## src/rtl/fetch_queue.sv

```systemverilog
// Instruction fetch stage: owns the program counter, captures the memory word
// returned for it, and buffers {pc, inst} pairs for decode behind valid/ready.
module fetch_queue #(
  parameter int                  ADDRSIZE = 12,
  parameter int                  WIDTH    = 32,
  parameter int                  DEPTH    = 4,
  parameter logic [ADDRSIZE-1:0] RESET_PC = '0
) (
  input  logic                       clk,
  input  logic                       rst_,
  output logic [ADDRSIZE-1:0]        pc,
  input  logic [WIDTH-1:0]           ir,
  input  logic                       fetch_en,
  input  logic                       redirect,
  input  logic [ADDRSIZE-1:0]        redirect_pc,
  output logic                       if_valid,
  input  logic                       if_ready,
  output logic [WIDTH-1:0]           if_inst,
  output logic [ADDRSIZE-1:0]        if_pc,
  output logic [$clog2(DEPTH):0]     count
);

  localparam int PTRW = $clog2(DEPTH);
  localparam int CNTW = PTRW + 1;

  logic [ADDRSIZE-1:0] fetch_pc_reg;
  logic [PTRW-1:0]     wr_ptr_reg;
  logic [PTRW-1:0]     rd_ptr_reg;
  logic [CNTW-1:0]     count_reg;

  logic [ADDRSIZE-1:0] pc_mem   [DEPTH];
  logic [WIDTH-1:0]    inst_mem [DEPTH];

  logic full;
  logic empty;
  logic push;
  logic pop;

  assign full  = (count_reg == CNTW'(DEPTH));
  assign empty = (count_reg == '0);

  // Redirect squashes both sides of the handshake in its cycle.
  assign push = fetch_en & ~redirect & ~full;
  assign pop  = ~empty & if_ready & ~redirect;

  always_ff @(posedge clk or negedge rst_) begin
    if (!rst_) begin
      fetch_pc_reg <= RESET_PC;
      wr_ptr_reg   <= '0;
      rd_ptr_reg   <= '0;
      count_reg    <= '0;
    end else if (redirect) begin
      fetch_pc_reg <= redirect_pc;
      wr_ptr_reg   <= '0;
      rd_ptr_reg   <= '0;
      count_reg    <= '0;
    end else begin
      if (push) begin
        fetch_pc_reg <= fetch_pc_reg + ADDRSIZE'(1);
        wr_ptr_reg   <= wr_ptr_reg + PTRW'(1);
      end
      if (pop) begin
        rd_ptr_reg <= rd_ptr_reg + PTRW'(1);
      end
      count_reg <= count_reg + CNTW'(push) - CNTW'(pop);
    end
  end

  // Storage needs no reset: occupancy alone decides which entries are live.
  always_ff @(posedge clk) begin
    if (push) begin
      pc_mem[wr_ptr_reg]   <= fetch_pc_reg;
      inst_mem[wr_ptr_reg] <= ir;
    end
  end

  assign pc       = fetch_pc_reg;
  assign count    = count_reg;
  assign if_valid = ~empty;
  assign if_inst  = empty ? '0 : inst_mem[rd_ptr_reg];
  assign if_pc    = empty ? '0 : pc_mem[rd_ptr_reg];

endmodule
```

## config.mk

```make
export PLATFORM = sky130hd
export DESIGN_NAME = fetch_queue
export DESIGN_NICKNAME = d
export VERILOG_FILES = /design/src/rtl/fetch_queue.sv
export SDC_FILE = /design/constraint.sdc
export NUM_CORES = 1
export LEC_CHECK = 0
export ABC_AREA = 0
export BUFFER_PORTS_ARGS = -buffer_cell sky130_fd_sc_hd__buf_2
export CAP_MARGIN = 20
export CORE_MARGIN = 4
export CORE_UTILIZATION = 25
export CTS_BUF_LIST = sky130_fd_sc_hd__clkbuf_4 sky130_fd_sc_hd__clkbuf_8 sky130_fd_sc_hd__clkbuf_16
export DETAILED_ROUTE_END_ITERATION = 10
export PLACE_DENSITY_LB_ADDON = 0.25
export SLEW_MARGIN = 20
export SYNTH_ARGS = -nofsm -noshare
export SYNTH_HDL_FRONTEND = slang
export SYNTH_SLANG_ARGS = --single-unit
```

## constraint.sdc

```tcl
create_clock -name clk -period 3.15 [get_ports clk]
set_input_delay 0.1575 -clock clk [delete_from_list [all_inputs] [get_ports clk]]
set_output_delay 0.1575 -clock clk [all_outputs]
set_load 0.02 [all_outputs]
```

; ---- Yosys cells after proc, flatten, opt, wreduce, memory -nomap -nowiden
; Memory sizes are Yosys's and may differ from the RTL's.
; Index checks and enable logic that the tools add are counted.
[classes]
addsub = 5
eq_ne = 1
n_mux = 11
bitwise = 7
reduce_logical = 3
[op_table]
columns = cell, count
row1 = 12-bit 2-to-1 mux, 3
row2 = 32-bit 2-to-1 mux, 1
row3 = "12-bit by 1-bit adder with 12-bit output, second input constant", 1
row4 = 2-bit 2-to-1 mux, 4
row5 = "2-bit by 1-bit adder with 2-bit output, second input constant", 2
row6 = 1-bit AND, 4
row7 = 2-bit nonzero test, 2
row8 = 3-bit by 1-bit adder with 3-bit output, 1
row9 = "3-bit equality test, second input constant", 1
row10 = 3-bit zero test, 1
row11 = 3-bit 2-to-1 mux, 1
row12 = 1-bit NOT, 3
row13 = 3-bit by 1-bit subtractor with 3-bit output, 1
row14 = 1-bit 2-to-1 mux, 2
[totals]
reg_bits = 19
ram_bits = 176
input_bits = 49
wordCells = 33
mem_count = 2
[mem_list]
columns = name, words, word_bits, read_ports, rd_ports_with_merged_regs, wr, line_no
row1 = inst_mem, 4, 32, 1, 0, 1, 32  ; logic [WIDTH-1:0] inst_mem [DEPTH];
row2 = pc_mem, 4, 12, 1, 0, 1, 31  ; logic [ADDRSIZE-1:0] pc_mem [DEPTH];

; ---- Depth between registers and ports, before layout
[depth]
ltp_word = 6
depth_mapped = 11
mapped_depth_nobuf = 10

; ---- Worst setup path after synthesis
; Ideal clock, no wire load.
[synth_timing]
path_kind = flip-flop to flip-flop
start = reg count_reg[1] (netlist: count[1])
end = reg count_reg[2] (netlist: count[2])
setup_time_ns = 0.132
arrival_ns = 2.287
t_required_ns = 3.018
path_slack_ns = 0.732
stages_incl_launch_ff = 12
synth_period_minus_slack_ns = 2.418
cell_sequence = dfrtp_1 or3_1 clkbuf_1 nand2_1 nor2_1 ha_1 inv_1 ha_1 inv_1 fa_1 xnor2_1 nor2_1
[synth_via]
elab_chain_cells = 6
elab_cells_between_ends = 10
cone_classes = add/sub: 2 / eq/ne: 1 / mux: 1 / bitwise: 5 / reduce/logical: 1
[synth_lines]
columns = element, line_no
row1 = "start, declared", 29  ; logic [CNTW-1:0] count_reg;
row2 = "start signal, assigned", 65  ; count_reg <= count_reg + CNTW'(push) - CNTW'(pop);
row3 = 3-bit equality test or 3-bit zero test (tied branches), "39, 40"
row4 = "1-bit NOT, on equally long branches", "43, 44"
row5 = "1-bit AND, on equally long branches", "43, 44"
row6 = 3-bit by 1-bit adder with 3-bit output or 1-bit AND (tied branches), "65, 44"
row7 = 3-bit by 1-bit subtractor with 3-bit output *, 65
row8 = 3-bit 2-to-1 mux *, 52  ; end else if (redirect) begin
; Every way passes the cells marked *; elsewhere a longest branch is shown, timed or not.
; A chain may end at the register's enable or synchronous reset.

; ---- Final worst setup path
[layout_timing]
start = reg rd_ptr_reg[0]
end = out if_inst[3]
[layout_via]
elab_chain_cells = 2
[layout_lines]
columns = element, line_no
row1 = "start, declared", 28  ; logic [PTRW-1:0] rd_ptr_reg;
row2 = "start signal, assigned", 63  ; rd_ptr_reg <= rd_ptr_reg + PTRW'(1);
row3 = memory 4 x 32 bit, --
row4 = 32-bit 2-to-1 mux, 80  ; assign if_inst = empty ? '0 : inst_mem[rd_ptr_reg];
row5 = "end, declared", 18  ; output logic [WIDTH-1:0] if_inst,
; Every way passes these cells.

==> flow_results.xml <==
<?xml version="1.0" encoding="UTF-8"?>
<metrics>
  <group name="cts">
    <metric name="clock_sinks" unit="">195</metric>
    <metric name="numCtsBuffers" unit="">17</metric>
    <metric name="cts-resized-gates" unit="">0</metric>
    <metric name="cts_tree" unit="">done</metric>
    <metric name="h-tree-depth" unit="">4</metric>
    <metric name="cts_root_buffer" unit="">clkbuf_16</metric>
    <metric name="postCtsSetupRepairBufs" unit="">0</metric>
    <metric name="cts_buffer_depth" unit="">2</metric>
    <metric name="worst_setup_hold_path_clk_slew" unit="ps">80</metric>
    <metric name="worstSkewPairLatency" unit="ps">420</metric>
  </group>
  <group name="layout">
    <metric name="nets" unit="">617</metric>
    <metric name="insertedDiodeCount" unit="">0</metric>
    <metric name="design_area" unit="um^2">9860</metric>
    <metric name="largest_reg_flops" unit="">128</metric>
    <metric name="final.fill_count" unit="">2993</metric>
    <metric name="largest-register" unit="">inst_mem</metric>
    <metric name="share_of_final_layout_standard_cells_stronger_than_drive_strength_1" unit="%">35.4</metric>
    <metric name="areaGrowthSynthToFinish" unit="%">27.6</metric>
  </group>
  <group name="die">
    <metric name="fp.dieW" unit="um">184</metric>
    <metric name="num_rows" unit="">64</metric>
    <metric name="initial_standard_cell_utilization_of_the_core" unit="%">25.3</metric>
    <metric name="core-area" unit="um^2">30600</metric>
    <metric name="design.die.area" unit="um^2">33800</metric>
    <metric name="die_height" unit="um">184</metric>
    <metric name="number_of_top_level_pins" unit="">109</metric>
  </group>
  <group name="sta">
    <metric name="final_layout_setup_total_negative_slack" unit="ps">0</metric>
    <metric name="hold_viol_final" unit="">0</metric>
    <metric name="min_period" unit="ps">2510</metric>
    <metric name="measured_slew_at_the_worst_slew_check_pin" unit="ps">613</metric>
    <metric name="timing.final.crit_share" unit="%">79.6</metric>
    <metric name="layout_setup_ws" unit="ps">643</metric>
    <metric name="fin_worst_skew" unit="ps">12.5</metric>
    <metric name="remaining_max_slew_budget_at_the_tightest_pin" unit="%">58.7</metric>
    <metric name="max_freq" unit="MHz">399</metric>
    <metric name="setup-violations-final" unit="">0</metric>
    <metric name="timing.final.max_slew_violations" unit="">0</metric>
    <metric name="grt_setup_unrepaired" unit="">no</metric>
    <metric name="whs" unit="ps">101</metric>
  </group>
  <group name="setup_path">
    <metric name="critPathSlowestCell" unit="">dfrtp_4</metric>
    <metric name="timing.critical_path.cells" unit="">buf_12, mux4_2, and2_1, buf_2</metric>
    <metric name="path_max_fanout" unit="">28</metric>
    <metric name="crit_type" unit="">reg -&gt; out</metric>
    <metric name="critical-path-top-delay-family" unit="">flip-flops</metric>
    <metric name="crit_path_end_kind" unit="">output port</metric>
    <metric name="critical_path_buf_inv_count" unit="">2</metric>
    <metric name="worstSetupStartpointType" unit="">flip-flop</metric>
    <metric name="arrival" unit="ps">2350</metric>
    <metric name="max_stage_delay" unit="ps">710</metric>
    <metric name="critical_path_required" unit="ps">2990</metric>
  </group>
  <group name="drt">
    <metric name="drt_pre_antenna_iters" unit="">4</metric>
    <metric name="final_antenna_net_count" unit="">0</metric>
    <metric name="detail_route.wl_per_cell" unit="um">17.6</metric>
    <metric name="drcViolationCount" unit="">0</metric>
    <metric name="num_vias" unit="">4113</metric>
    <metric name="total_wirelength" unit="um">17100</metric>
    <metric name="detail_route.vias_per_cell" unit="">4.24</metric>
    <metric name="number_of_drc_markers_in_iteration_0" unit="">183</metric>
  </group>
  <group name="global_routing">
    <metric name="grt_max_degree" unit="">47</metric>
    <metric name="first_global_vias" unit="">4642</metric>
    <metric name="track_usage" unit="%">10.4</metric>
    <metric name="number_of_antenna_violations_at_the_first_check_in_global_routing" unit="">0</metric>
    <metric name="grt_pass1_wl" unit="um">26700</metric>
    <metric name="globalRouteOverflowTotal" unit="">0</metric>
  </group>
  <group name="pwr">
    <metric name="power_density" unit="nW/um^2">752</metric>
    <metric name="peakVddDrop" unit="mV">0.296</metric>
    <metric name="leakagePower" unit="nW">3.46</metric>
  </group>
  <group name="synth">
    <metric name="postSynthRegisterBits" unit="">195</metric>
    <metric name="synthArstFlopShare" unit="%">9.74</metric>
    <metric name="ys_dominant_reg_cell" unit="">edfxtp_1</metric>
    <metric name="synth_edf_count" unit="">176</metric>
    <metric name="synth_area" unit="um^2">7730</metric>
    <metric name="syn_nets" unit="">456</metric>
    <metric name="synth_seq_area_share" unit="%">74.5</metric>
    <metric name="synthesis.yosys.warnings" unit="">0</metric>
    <metric name="avgSynthCellArea" unit="um^2">19.4</metric>
    <metric name="syn-instance-count" unit="">399</metric>
    <metric name="synthDistinctLibCells" unit="">31</metric>
  </group>
  <group name="job">
    <metric name="cap_viol_max_count" unit="">0</metric>
  </group>
  <group name="place">
    <metric name="port_buffers" unit="">108</metric>
    <metric name="gp_routability_congestion" unit="">0.721</metric>
    <metric name="dp_slack" unit="ps">737</metric>
    <metric name="dp.final_hpwl" unit="um">10500</metric>
    <metric name="placed_area" unit="um^2">8820</metric>
  </group>
  <group name="outcome">
    <metric name="outcome" unit="">finished clean</metric>
  </group>
  <group name="hold_path">
    <metric name="holdCritPathClass" unit="">in -&gt; reg</metric>
  </group>
</metrics>
worst paths after layout:
check / startpoint / endpoint / slack, ps / cells past startpoint
hold / removal: redirect_pc[10] / pc[10] / 100 / 4
setup reg to reg: count[1] / count[2] / 730 / 10
setup / recovery: rd_ptr_reg[0] / if_inst[3] / 640 / 4
max in group asynchronous: rst_ / rd_ptr_reg[0] / 2560 / 2
hold reg to reg: pc[1] / pc_mem[3][1] / 640 / 0
min in group asynchronous: rst_ / pc[2] / 220 / 2
placed cells by master, fill, tap and decap left out, types with 3 or more instances in the layout:
cell	synthesis	routed
and2_1	48	44
and2_2	0	4
buf_12	0	4
buf_2	5	108
buf_4	0	5
clkbuf_16	0	17
clkinv_8	0	3
dfrtp_1	19	17
dlygate4sd3_1	0	44
edfxtp_1	176	176
ha_1	7	7
inv_1	7	7
inv_6	0	7
mux4_2	44	44
nand2_1	18	18
nand3_1	5	5
nand4_1	3	3
nor2_1	9	9
o21ai_0	11	11
xnor2_1	8	8
xor2_1	5	5
cell families after synthesis:
family                   Yosys count  share of synthesized area, %
adder cells (fa/ha/maj)            8                          1.39
AO/OA/AOI/OAI                     13                         0.922
buffers and inverters             26                          1.34
AND/OR/NAND/NOR                   97                          7.15
XOR/XNOR                          13                          1.47
multiplexers                      47                          13.2
flip-flops                       195                          74.5
synth_stat cells, types with 7 or more instances:
cell type | number | area, um^2
inv_1 | 7 | 26.3
edfxtp_1 | 176 | 5290
ha_1 | 7 | 87.6
xnor2_1 | 8 | 70.1
dfrtp_1 | 19 | 475
mux4_2 | 44 | 991
nand2_1 | 18 | 67.6
clkbuf_1 | 13 | 48.8
nor2_1 | 9 | 33.8
o21ai_0 | 11 | 55.1
and2_1 | 48 | 300
worst register-to-register path: stages, from the launching register on:
cell     delay [ps]
dfrtp_1         470
or3_2           500
nand2_1         120
nor2_1           50
ha_1            310
inv_1            60
ha_1            130
inv_1            50
fa_1            370
xnor2_1         170
nor2_1           50
where the power goes:
| group | internal [mW] | switching (mW) | leakage, nW | total (mW) |
|---|---|---|---|---|
| sequential | 3.02 | 0.184 | 1.84 | 3.20 |
| combinational | 0.883 | 1.15 | 1.33 | 2.04 |
| clock | 1.14 | 1.03 | 0.292 | 2.18 |
stage by stage:
| stage | instances | util [%] | power (mW) |
|---|---|---|---|
| 2_1_floorplan | 399 | - | 4.57 |
| 3_3_place_gp | 893 | 28.8 | 5.31 |
| 3_5_place_dp | 893 | 28.8 | 5.34 |
| 4_1_cts | 969 | 32.2 | 7.58 |
| 5_1_grt | 969 | 32.2 | 7.86 |
| 6_report | 969 | 32.2 | 7.42 |
metal layers:
| layer | GRT usage [%] | routed length (um) |
|---|---|---|
| met1 | 13.7 | 7770 |
| met2 | 17.5 | 8540 |
| met3 | 2.47 | 597 |
| met4 | 2.57 | 140 |
| met5 | 0 | 0 |
cell type report:
class / instances / area (um^2) / area share [%]
clock buffers: 17 / 425 / 4.31
clock inverters: 15 / 179 / 1.81
inverters: 7 / 26.3 / 0.266
multi-input cells: 178 / 1870 / 19.0
flip-flops and latches: 195 / 5770 / 58.4
well taps: 396 / 495 / 5.02
repair buffers: 161 / 1100 / 11.1
timing repair:
| item | 4_1_cts | 5_1_grt |
|---|---|---|
| hold buffers | 44 | 0 |
| endpoints found under the hold margin | 158 | 0 |
| setup endpoints to repair | 0 | 0 |
Power figures use the tool's default switching activity.
